## src/rtl/lcd_frame_writer.sv

```systemverilog
// 8080-style LCD frame writer: window setup commands, then one
// RGB565 word per pixel from an upstream coordinate counter.
module lcd_frame_writer #(
    parameter int X_COUNT = 320,
    parameter int Y_COUNT = 240,
    parameter int WR_LOW  = 2,
    parameter int WR_HIGH = 2
) (
    input  logic        clk,
    input  logic        rst,
    input  logic        start,
    input  logic [15:0] pixel_color,
    output logic        counter_clr,
    output logic        pixel_inc,
    output logic        busy,
    output logic        frame_done,
    output logic        lcd_cs_n,
    output logic        lcd_rs,
    output logic        lcd_wr_n,
    output logic [15:0] lcd_data
);

    localparam int PH = WR_LOW + WR_HIGH;
    localparam int PW = $clog2(PH + 1);
    localparam logic [PW-1:0] LAST = PW'(PH - 1);
    localparam logic [PW-1:0] PRE  = PW'(PH - 2);
    localparam logic [PW-1:0] LOW  = PW'(WR_LOW);
    localparam logic [PW-1:0] ONE  = PW'(1);
    localparam logic [16:0] NLAST = 17'(X_COUNT * Y_COUNT - 1);
    localparam logic [15:0] XM = 16'(X_COUNT - 1);
    localparam logic [15:0] YM = 16'(Y_COUNT - 1);

    typedef enum logic [1:0] {IDLE, CMD, PIXEL, DONE} state_t;

    state_t        state;
    logic [PW-1:0] phase;
    logic [3:0]    step;
    logic [16:0]   count;
    logic [15:0]   pix_q;
    logic [15:0]   cmd_word;
    logic          cmd_rs;

    always_comb begin
        cmd_word = '0;
        cmd_rs   = 1'b1;
        case (step)
            4'd0:    begin cmd_word = 16'h002A; cmd_rs = 1'b0; end
            4'd3:    cmd_word = {8'h00, XM[15:8]};
            4'd4:    cmd_word = {8'h00, XM[7:0]};
            4'd5:    begin cmd_word = 16'h002B; cmd_rs = 1'b0; end
            4'd8:    cmd_word = {8'h00, YM[15:8]};
            4'd9:    cmd_word = {8'h00, YM[7:0]};
            4'd10:   begin cmd_word = 16'h002C; cmd_rs = 1'b0; end
            default: cmd_word = '0;
        endcase
    end

    // Bus pins decode straight from registered state so reset clears them at once.
    // The first pixel cycle drives the live colour; later cycles show the capture.
    always_comb begin
        lcd_wr_n = 1'b1;
        lcd_rs   = 1'b1;
        lcd_data = '0;
        if (state == CMD) begin
            lcd_wr_n = !(phase < LOW);
            lcd_rs   = cmd_rs;
            lcd_data = cmd_word;
        end else if (state == PIXEL) begin
            lcd_wr_n = !(phase < LOW);
            lcd_data = (phase == '0) ? pixel_color : pix_q;
        end
    end

    always_ff @(posedge clk or posedge rst) begin
        if (rst) begin
            state       <= IDLE;
            phase       <= '0;
            step        <= '0;
            count       <= '0;
            pix_q       <= '0;
            busy        <= 1'b0;
            lcd_cs_n    <= 1'b1;
            counter_clr <= 1'b0;
            pixel_inc   <= 1'b0;
            frame_done  <= 1'b0;
        end else begin
            counter_clr <= 1'b0;
            pixel_inc   <= 1'b0;
            frame_done  <= 1'b0;
            case (state)
                IDLE: begin
                    if (start) begin
                        state       <= CMD;
                        busy        <= 1'b1;
                        lcd_cs_n    <= 1'b0;
                        counter_clr <= 1'b1;
                        step        <= '0;
                        phase       <= '0;
                    end
                end
                CMD: begin
                    if (phase == LAST) begin
                        phase <= '0;
                        if (step == 4'd10) begin
                            state <= PIXEL;
                            step  <= '0;
                            count <= '0;
                        end else begin
                            step <= step + 4'd1;
                        end
                    end else begin
                        phase <= phase + ONE;
                    end
                end
                PIXEL: begin
                    if (phase == '0) pix_q <= pixel_color;
                    pixel_inc <= (phase == PRE);
                    if (phase == LAST) begin
                        phase <= '0;
                        if (count == NLAST) begin
                            state      <= DONE;
                            count      <= '0;
                            busy       <= 1'b0;
                            lcd_cs_n   <= 1'b1;
                            frame_done <= 1'b1;
                        end else begin
                            count <= count + 17'd1;
                        end
                    end else begin
                        phase <= phase + ONE;
                    end
                end
                DONE: state <= IDLE;
                default: state <= IDLE;
            endcase
        end
    end

endmodule

```

## config.mk

```make
export PLATFORM = sky130hd
export DESIGN_NAME = lcd_frame_writer
export DESIGN_NICKNAME = d
export VERILOG_FILES = /design/src/rtl/lcd_frame_writer.sv
export SDC_FILE = /design/constraint.sdc
export NUM_CORES = 1
export LEC_CHECK = 0
export BUFFER_PORTS_ARGS = -buffer_cell sky130_fd_sc_hd__buf_2
export CAP_MARGIN = 20
export CORE_MARGIN = 10
export CORE_UTILIZATION = 30
export CTS_BUF_LIST = sky130_fd_sc_hd__clkbuf_2
export DETAILED_ROUTE_END_ITERATION = 10
export GPL_TIMING_DRIVEN = 0
export SLEW_MARGIN = 20
export SYNTH_ARGS = -nofsm -noshare
export SYNTH_HDL_FRONTEND = slang
export SYNTH_SLANG_ARGS = --single-unit
```

## constraint.sdc

```tcl
create_clock -name clk -period 2.15 [get_ports clk]
set_input_delay 0.1075 -clock clk [delete_from_list [all_inputs] [get_ports clk]]
set_output_delay 0.1075 -clock clk [all_outputs]
set_load 0.01 [all_outputs]
```

# Word level (Yosys, flattened, before mapping)
# Index checks and enable logic that the tools add are counted.
totals:
  reg_bits: 47
  elab_cells: 85
  output_inout_bits: 23
  input_bits: 19
op_classes:
  add_sub_neg: 3
  eq_ne: 16
  order_cmp: 1
  mux: 40
  n_reduce_logical: 15
ops:
  columns: ["cell", "count"]
  rows:
  - ["17-bit two-way mux", 4]
  - ["16-bit two-way mux", 3]
  - ["8-bit case mux with 6 select lines", 1]
  - ["17-bit case mux with 2 select lines", 1]
  - ["17-bit by 1-bit adder with 17-bit output, second input constant", 1]
  - ["17-bit equality test, second input constant", 1]
  - ["1-bit two-way mux", 16]
  - ["4-bit two-way mux", 3]
  - ["2-bit two-way mux", 5]
  - ["4-bit by 3-bit equality test with 1-bit output, second input constant", 2]
  - ["4-bit equality test, second input constant", 2]
  - ["2-bit by 1-bit inequality test with 1-bit output, second input constant", 4]
  - ["2-bit case mux with 4 select lines", 1]
  - ["4-bit case mux with 2 select lines", 1]
  - ["4-bit AND reduction", 2]
  - ["2-bit nonzero test", 4]
  - ["3-bit by 2-bit equality test with 1-bit output, second input constant", 2]
  - ["3-bit two-way mux", 2]
  - ["3-bit case mux with 2 select lines", 1]
  - ["5-bit AND reduction", 1]
  - ["4-bit by 1-bit adder with 4-bit output, second input constant", 1]
  - ["2-bit equality test, second input constant", 2]
  - ["4-bit by 2-bit equality test with 1-bit output, second input constant", 1]
  - ["4-bit logical NOT", 1]
  - ["12 further kinds", 13]

# Longest topological paths before layout
# Gate-level depths: netlist (run 1).
depth:
  word_depth: 4
  ltp_mapped: 8
  depth_no_buf: 7

# Least setup slack after synthesis (run 1)
# OpenSTA, ideal clock, no wires.
synth_timing:
  kind: "flip-flop to flip-flop"
  start: "register state[0]"
  end: "register step[3]"
  path_slack_ns: 0.344
  n_path_buf: 1
  setup_ns: 0.121
  required_ns: 2.029
  stages_incl_launch_ff: 9
  synth_period_minus_slack_ns: 1.806
  arrival_time_ns: 1.685
  path_cell_list: "dfrtp_1 -> inv_1 -> ha_1 -> and2_1 -> clkbuf_1 -> a2bb2oi_1 -> a31o_2 -> a22o_1 -> a22o_1"
synth_via:
  elab_chain_len: 3
  elab_cells_between_ends: 7
  cone_classes: "eq/ne: 3; mux: 1; reduce/logical: 3"
synth_lines:
  columns: ["element", "line", "rtl"]
  rows:
  - ["start, declared", "35", "state_t state;"]
  - ["start signal, assigned", "76", "state <= IDLE;"]
  - ["start signal, assigned", "93", "state <= CMD;"]
  - ["start signal, assigned", "105", "state <= PIXEL;"]
  - ["2-bit by 1-bit equality test with 1-bit output / 2-bit logical NOT (equally long branches)", "90", "case (state)"]
  - ["2-bit by 1-bit inequality test with 1-bit output (no line), or another cell as far along", null, null]
  - ["3-bit AND reduction (no line)", null, null]
  - ["end signal, assigned", "109", "step <= step + 4'd1;"]
  - ["end, declared", "37", "logic [3:0] step;"]
# Parallel ways exist; a longest one is shown, timed or not.
# A chain may end at the register's enable or synchronous reset.

# Worst setup path in the final report (run 1)
layout_timing:
  start: "register state[1]"
  end: "output port lcd_data[6]"
layout_via:
  elab_chain_len: 3
  elab_cells_between_ends: 4
  cone_classes: "eq/ne: 2; mux: 2"
layout_lines:
  columns: ["element", "line", "rtl"]
  rows:
  - ["2-bit equality test", "68", "end else if (state == PIXEL) begin"]
  - ["16-bit two-way mux", "68", null]
  - ["16-bit two-way mux *", "64", "if (state == CMD) begin"]
  - ["end, declared", "20", "output logic [15:0] lcd_data"]
# Mark *: on every way between the ends. The rest lies on a longest branch, timed or not.

==> out/qor.yml, run 1 <==
sta:
  fin_crit_ns: 2.07
  relSlewSlack: 0.594
  hold_viol_final: 0
  fmax_mhz: 482
  rsz0062_at_grt: "yes"
  skew_ns: 0.0230
  setup_viol: 0
  final_max_slew_viol_count: 0
  fin_crit_sh: 0.965
  worst_slew_pin_slew_ns: 0.608
  worst_slack_ns: 0.0759
placed_design:
  routabilityCongestion: 0.838
  dp_hpwl_um: 4840
  port_buffers: 41
  dp_slack_ns: -0.0687
layout:
  area.growth.synth_to_final_pct: 31.8
  fill_cells: 875
  nNetsFinal: 404
  n_antenna_cell: 0
  seqCellArea_um2: 1180
  layout_commonest_cell: "dfrtp_1"
  utilization: 0.400
  final_cell_mix: "dfrtp_1, buf_2, nand2_1, o21ai_0, buf_4"
  drive_gt1_frac: 0.325
  multi_input_area_um2: 1570
critical_path:
  worstPathArrival_ns: 1.97
  crit_path_start_kind: "flop"
  cp-end-kind: "output port"
  required_ns: 2.04
  path_class: "reg2out"
  crit_path_max_fanout: 6
routing:
  wl_per_cell_um: 14.3
  antenna_left: 0
  drtIter0Drc: 138
  vias_per_cell: 5.03
  dr.pass1.iters: 4
  drt_wl_total_um: 7010
  post-route-drc-count: 0
  num_vias: 2465
logic_synthesis:
  synth-seq-area-share: 0.423
  ys_async_sr_fraction: 1.00
  avgSynthCellArea_um2: 9.46
  ys_types: 52
  ys_warn_count: 0
  yosys_most_used_dff: "dfrtp_1"
  syn_inst: 294
  synth-edff-count: 0
  ys_seq_elements: 47
  synth_area_um2: 2780
  synth_nets: 320
floorplanning:
  dieHeight_um: 116
  start_util: 0.304
  coreArea_um2: 9150
  die_width_um: 116
  ios: 42
  rows: 35
  fp.dieArea_um2: 13500
global_routing:
  antenna_found_initial: 0
  grtUsageTotal: 0.105
  grt_pass1_wl_um: 11800
  grt_overflow_total: 0
  grt_pass1_vias: 2385
  grt_max_degree: 27
cts:
  clk_pin_slew_worst_paths_ns: 0.23
  root_buffer: "clkbuf_2"
  cts_buffers: 5
  cts_tree: "built"
  h-tree-depth: 2
  clockBufferDepth: 2
  cts_num_sinks: 47
  clock_latency_ns: 0.43
power_and_ir_drop:
  p_leak_nw: 1.65
  ir_worst_vdd_uv: 423
  p_per_area_nw_per_um2: 1130
run:
  max_cap_violations: 0
min_path:
  worst_hold_path_type: "in2reg"
status:
  status: "completed"
final cells by class:
cell class,count,area share
clock inverters,3,0.0119
well taps,111,0.0379
multi-input cells,221,0.428
plain buffers,12,0.0307
repair buffers,78,0.149
flip-flops and latches,47,0.322
inverters,13,0.0143
clock buffers,5,0.00683
logic make-up after synthesis:
logic type / Yosys count / share of synthesized area
AOI/OAI and AO/OA: 72 / 0.168
xor gates and xnor gates: 8 / 0.0252
adders and majority gates: 7 / 0.0315
buffers and inverters: 26 / 0.0396
DFF: 47 / 0.423
muxes: 26 / 0.101
and+or+nand+nor: 108 / 0.211
final timing paths:
path,end,slack [ns],cells after the start,start
setup / recovery,lcd_data[6],0.08,7,state[1]
setup reg to reg,step[3],0.10,8,state[0]
max in group asynchronous,phase[0],1.37,4,rst
hold / removal,counter_clr,0.09,3,start
min in group asynchronous,pix_q[13],0.24,3,rst
hold reg to reg,lcd_cs_n,0.51,2,lcd_cs_n
state kept, by name, indices dropped and copies added, names as in the netlist:
signal	flops
count	17
pix_q	16
step	4
phase	3
state	2
busy	1
counter_clr	1
frame_done	1
lcd_cs_n	1
pixel_inc	1
critical path: stages (launching register included):
cell,delay (ns)
dfrtp_1,0.44
inv_2,0.08
ha_4,0.17
clkbuf_16,0.15
clkinvlp_4,0.14
or3_4,0.37
o21ai_2,0.06
buf_2,0.14
power breakdown:
| part | total [mW] | leakage [nW] | switching, mW | internal, mW |
|---|---|---|---|---|
| logic | 2.39 | 1.01 | 1.24 | 1.14 |
| clock network | 0.505 | 0.0429 | 0.308 | 0.197 |
| registers | 1.25 | 0.598 | 0.128 | 1.13 |
| total | 4.15 | 1.65 | 1.68 | 2.47 |
Yosys cell counts, types with 2 or more instances:
cell	instances	area [um^2]
a22o_1	5	43.8
o32ai_1	2	17.5
mux2_2	16	180
nor3_1	4	20.0
mux2i_1	9	90.1
xnor2_1	7	61.3
o31ai_1	5	37.5
nand2_1	42	158
nor2_1	16	60.1
a211oi_1	2	15.0
nor4_2	2	25.0
inv_1	13	48.8
dfrtp_1	46	1150
nand4_1	3	18.8
o21a_1	3	22.5
and2_1	2	12.5
nand3_1	8	40.0
a31oi_1	4	25.0
o21ai_0	23	115
buf_2	4	20.0
or3_1	6	37.5
ha_1	7	87.6
nor2b_1	7	43.8
nor3_2	3	30.0
nand2b_1	5	31.3
clkbuf_1	7	26.3
a21o_1	3	22.5
a21oi_1	16	80.1
what timing repair did:
action / CTS / global route
hold buffers: 17 / 0
pin swaps: 0 / 3
endpoints found under the setup margin: 27 / 40
resized for setup: 19 / 26
hold endpoints to repair: 40 / 0
setup buffers: 11 / 8
layer usage:
| layer | vias to the layer above | track usage | share of wire |
|---|---|---|---|
| met4 | 0 | 0.0275 | 0.0063 |
| met5 | - | 0 | 0 |
| met3 | 4 | 0.0288 | 0.062 |
| met1 | 1178 | 0.143 | 0.48 |
| li1 | 1221 | - | - |
| met2 | 62 | 0.160 | 0.45 |
metrics by stage:
stage               hold slack [ns]  cell area (um^2)  TNS, ns  instances  power [mW]
finish                       0.0928              3660        0        490        4.15
global route                 0.0898              3660   -0.203        490        4.50
CTS                          0.0722              3540        0        483        3.98
detailed placement            0.217              3150   -0.671        447        3.18
global placement              0.357              3130   -0.213        446        3.13
floorplan                     0.258              2780        0        294        2.62
Note: power is estimated with default switching activity, not from simulation.
==> run 2: changes to the inputs <==
==> constraint.sdc (replaced) <==
create_clock -name clk -period 2.5 [get_ports clk]
set_input_delay 0.125 -clock clk [delete_from_list [all_inputs] [get_ports clk]]
set_output_delay 0.125 -clock clk [all_outputs]
set_load 0.01 [all_outputs]
==> out/qor.yml, run 2 (same netlist as run 1, synthesis figures left out) <==
layout:
  area.growth.synth_to_final_pct: 22.9
  largest_reg_flops: 17
  finalInstanceArea_um2: 3420
  drive_gt1_frac: 0.247
  regMostFlops: "count"
  nNetsFinal: 386
  layout_commonest_cell: "dfrtp_1"
  n_antenna_cell: 0
  fin_cells: 472
  final_cell_mix: "dfrtp_1, buf_2, nand2_1, o21ai_0, dlygate4sd3_1"
  top_regs: "count x17, pix_q x16, step x4"
  fill_cells: 905
  utilization: 0.373
sta:
  fin_crit_ns: 2.33
  final_max_slew_viol_count: 0
  worst_slack_ns: 0.174
  rsz0062_at_grt: "no"
  fin_tns_setup_ns: 0
  fin_crit_sh: 0.930
  fin_hold_ws_ns: 0.107
  hold_viol_final: 0
  setup_viol: 0
  skew_ns: 0.0214
  fmax_mhz: 430
  relSlewSlack: 0.539
  worst_slew_pin_slew_ns: 0.687
critical_path:
  worst-r2r-cell-count: 6
  slowest_delay_ns: 0.45
  cp-end-kind: "output port"
  crit_path_max_fanout: 10
  path_class: "reg2out"
  required_ns: 2.38
  worstPathCellList: "inv_1 > ha_2 > buf_4 > clkinvlp_4 > or3_1 > o21ai_0 > buf_2"
  worstPathBufferInverterCount: 4
  cp_top_family: "buffers and inverters"
  timing.rr.start: "count[0]"
  r2r_slack_ns: 0.37
  worstPathArrival_ns: 2.20
  critPathSlowestCell: "dfrtp_1"
  r2r_end: "state[1]"
  crit_path_start_kind: "flop"
routing:
  antenna_left: 0
  dr.pass1.iters: 4
  wl_per_cell_um: 14.3
  drtIter0Drc: 164
  num_vias: 2373
  drt_wl_total_um: 6740
  vias_per_cell: 5.03
  post-route-drc-count: 0
min_path:
  hold_path_end: "counter_clr"
  hp-start: "start"
  holdPathStages: 3
  worst_hold_path_type: "in2reg"
placed_design:
  dp_slack_ns: 0.264
  post-place-cells: 447
  place_area_um2: 3150
  dp_hpwl_um: 4840
  routabilityCongestion: 0.838
  port_buffers: 41
power_and_ir_drop:
  ir_worst_vdd_uv: 324
  seqPwrFrac: 0.342
  p_leak_nw: 1.51
  comb_power_share: 0.522
  clockPowerShare: 0.136
  p_total_mw: 3.20
  p_per_area_nw_per_um2: 936
  switching_share: 0.419
  p_int_mw: 1.86
  p_switching_mw: 1.34
global_routing:
  grt_overflow_total: 0
  grtUsageTotal: 0.103
  grt_pass1_wl_um: 11500
  antenna_found_initial: 0
  grt_max_degree: 27
  grt_pass1_vias: 2339
floorplanning:
  coreArea_um2: 9150
  dieHeight_um: 116
  ios: 42
  rows: 35
  die_width_um: 116
  start_util: 0.304
  fp.dieArea_um2: 13500
cts:
  cts_buffers: 5
  h-tree-depth: 2
  cts_num_sinks: 47
  clk_pin_slew_worst_paths_ns: 0.24
  cts_tree: "built"
  clockBufferDepth: 2
  clock_latency_ns: 0.43
  root_buffer: "clkbuf_2"
run:
  max_cap_violations: 0
status:
  status: "completed"
==> run 2: power groups by stage <==
stage | Clock (mW) | Sequential [mW] | Combinational (mW)
after floorplan | 0 | 1.09 | 1.17
after detailed placement | 0 | 1.11 | 1.62
after global placement | 0 | 1.10 | 1.59
after CTS | 0.451 | 1.09 | 1.65
final | 0.436 | 1.09 | 1.67
after global routing | 0.477 | 1.12 | 1.89
==> run 2: per-layer routing <==
layer  routed length (um)  track usage
met1                 3400        0.140
met2                 2890        0.153
met3                  400       0.0318
met4                   46       0.0275
met5                    0            0
==> run 2: layout make-up <==
cell class	count	area [um^2]	share of cell area
inverters	13	52.6	0.0154
clock inverters	3	43.8	0.0128
well taps	111	139	0.0406
plain buffers	12	65.1	0.0190
repair buffers	60	410	0.120
multi-input cells	221	1500	0.440
flip-flops and latches	47	1180	0.345
clock buffers	5	25.0	0.00732
==> run 2: worst max-delay path by stage <==
stage                             end     start  slack (ns)  cells after the start
after CTS                 lcd_data[6]  state[1]        0.07                      7
after global placement       pix_q[7]  state[0]        0.33                      6
after global routing      lcd_data[6]  state[1]     0.00005                      7
after floorplan               step[3]  state[0]        0.69                      8
after detailed placement  lcd_data[4]  state[1]        0.26                      8
final                     lcd_data[6]  state[1]        0.17                      7
==> run 2: worst register-to-register path, cell delays in order, from the launching register on <==
cell	delay (ns)
dfrtp_1	0.46
ha_1	0.28
nand2_1	0.19
nor4_2	0.32
and3_1	0.27
o2111a_1	0.22
mux2_1	0.32
==> run 2: repair_timing <==
item / in CTS / in global routing
gates resized for setup: 4 / 6
hold buffers: 17 / 0
endpoints found under the setup margin: 12 / 12
buffers inserted: 0 / 1
hold endpoints to repair: 40 / 0
gates cloned: 0 / 0
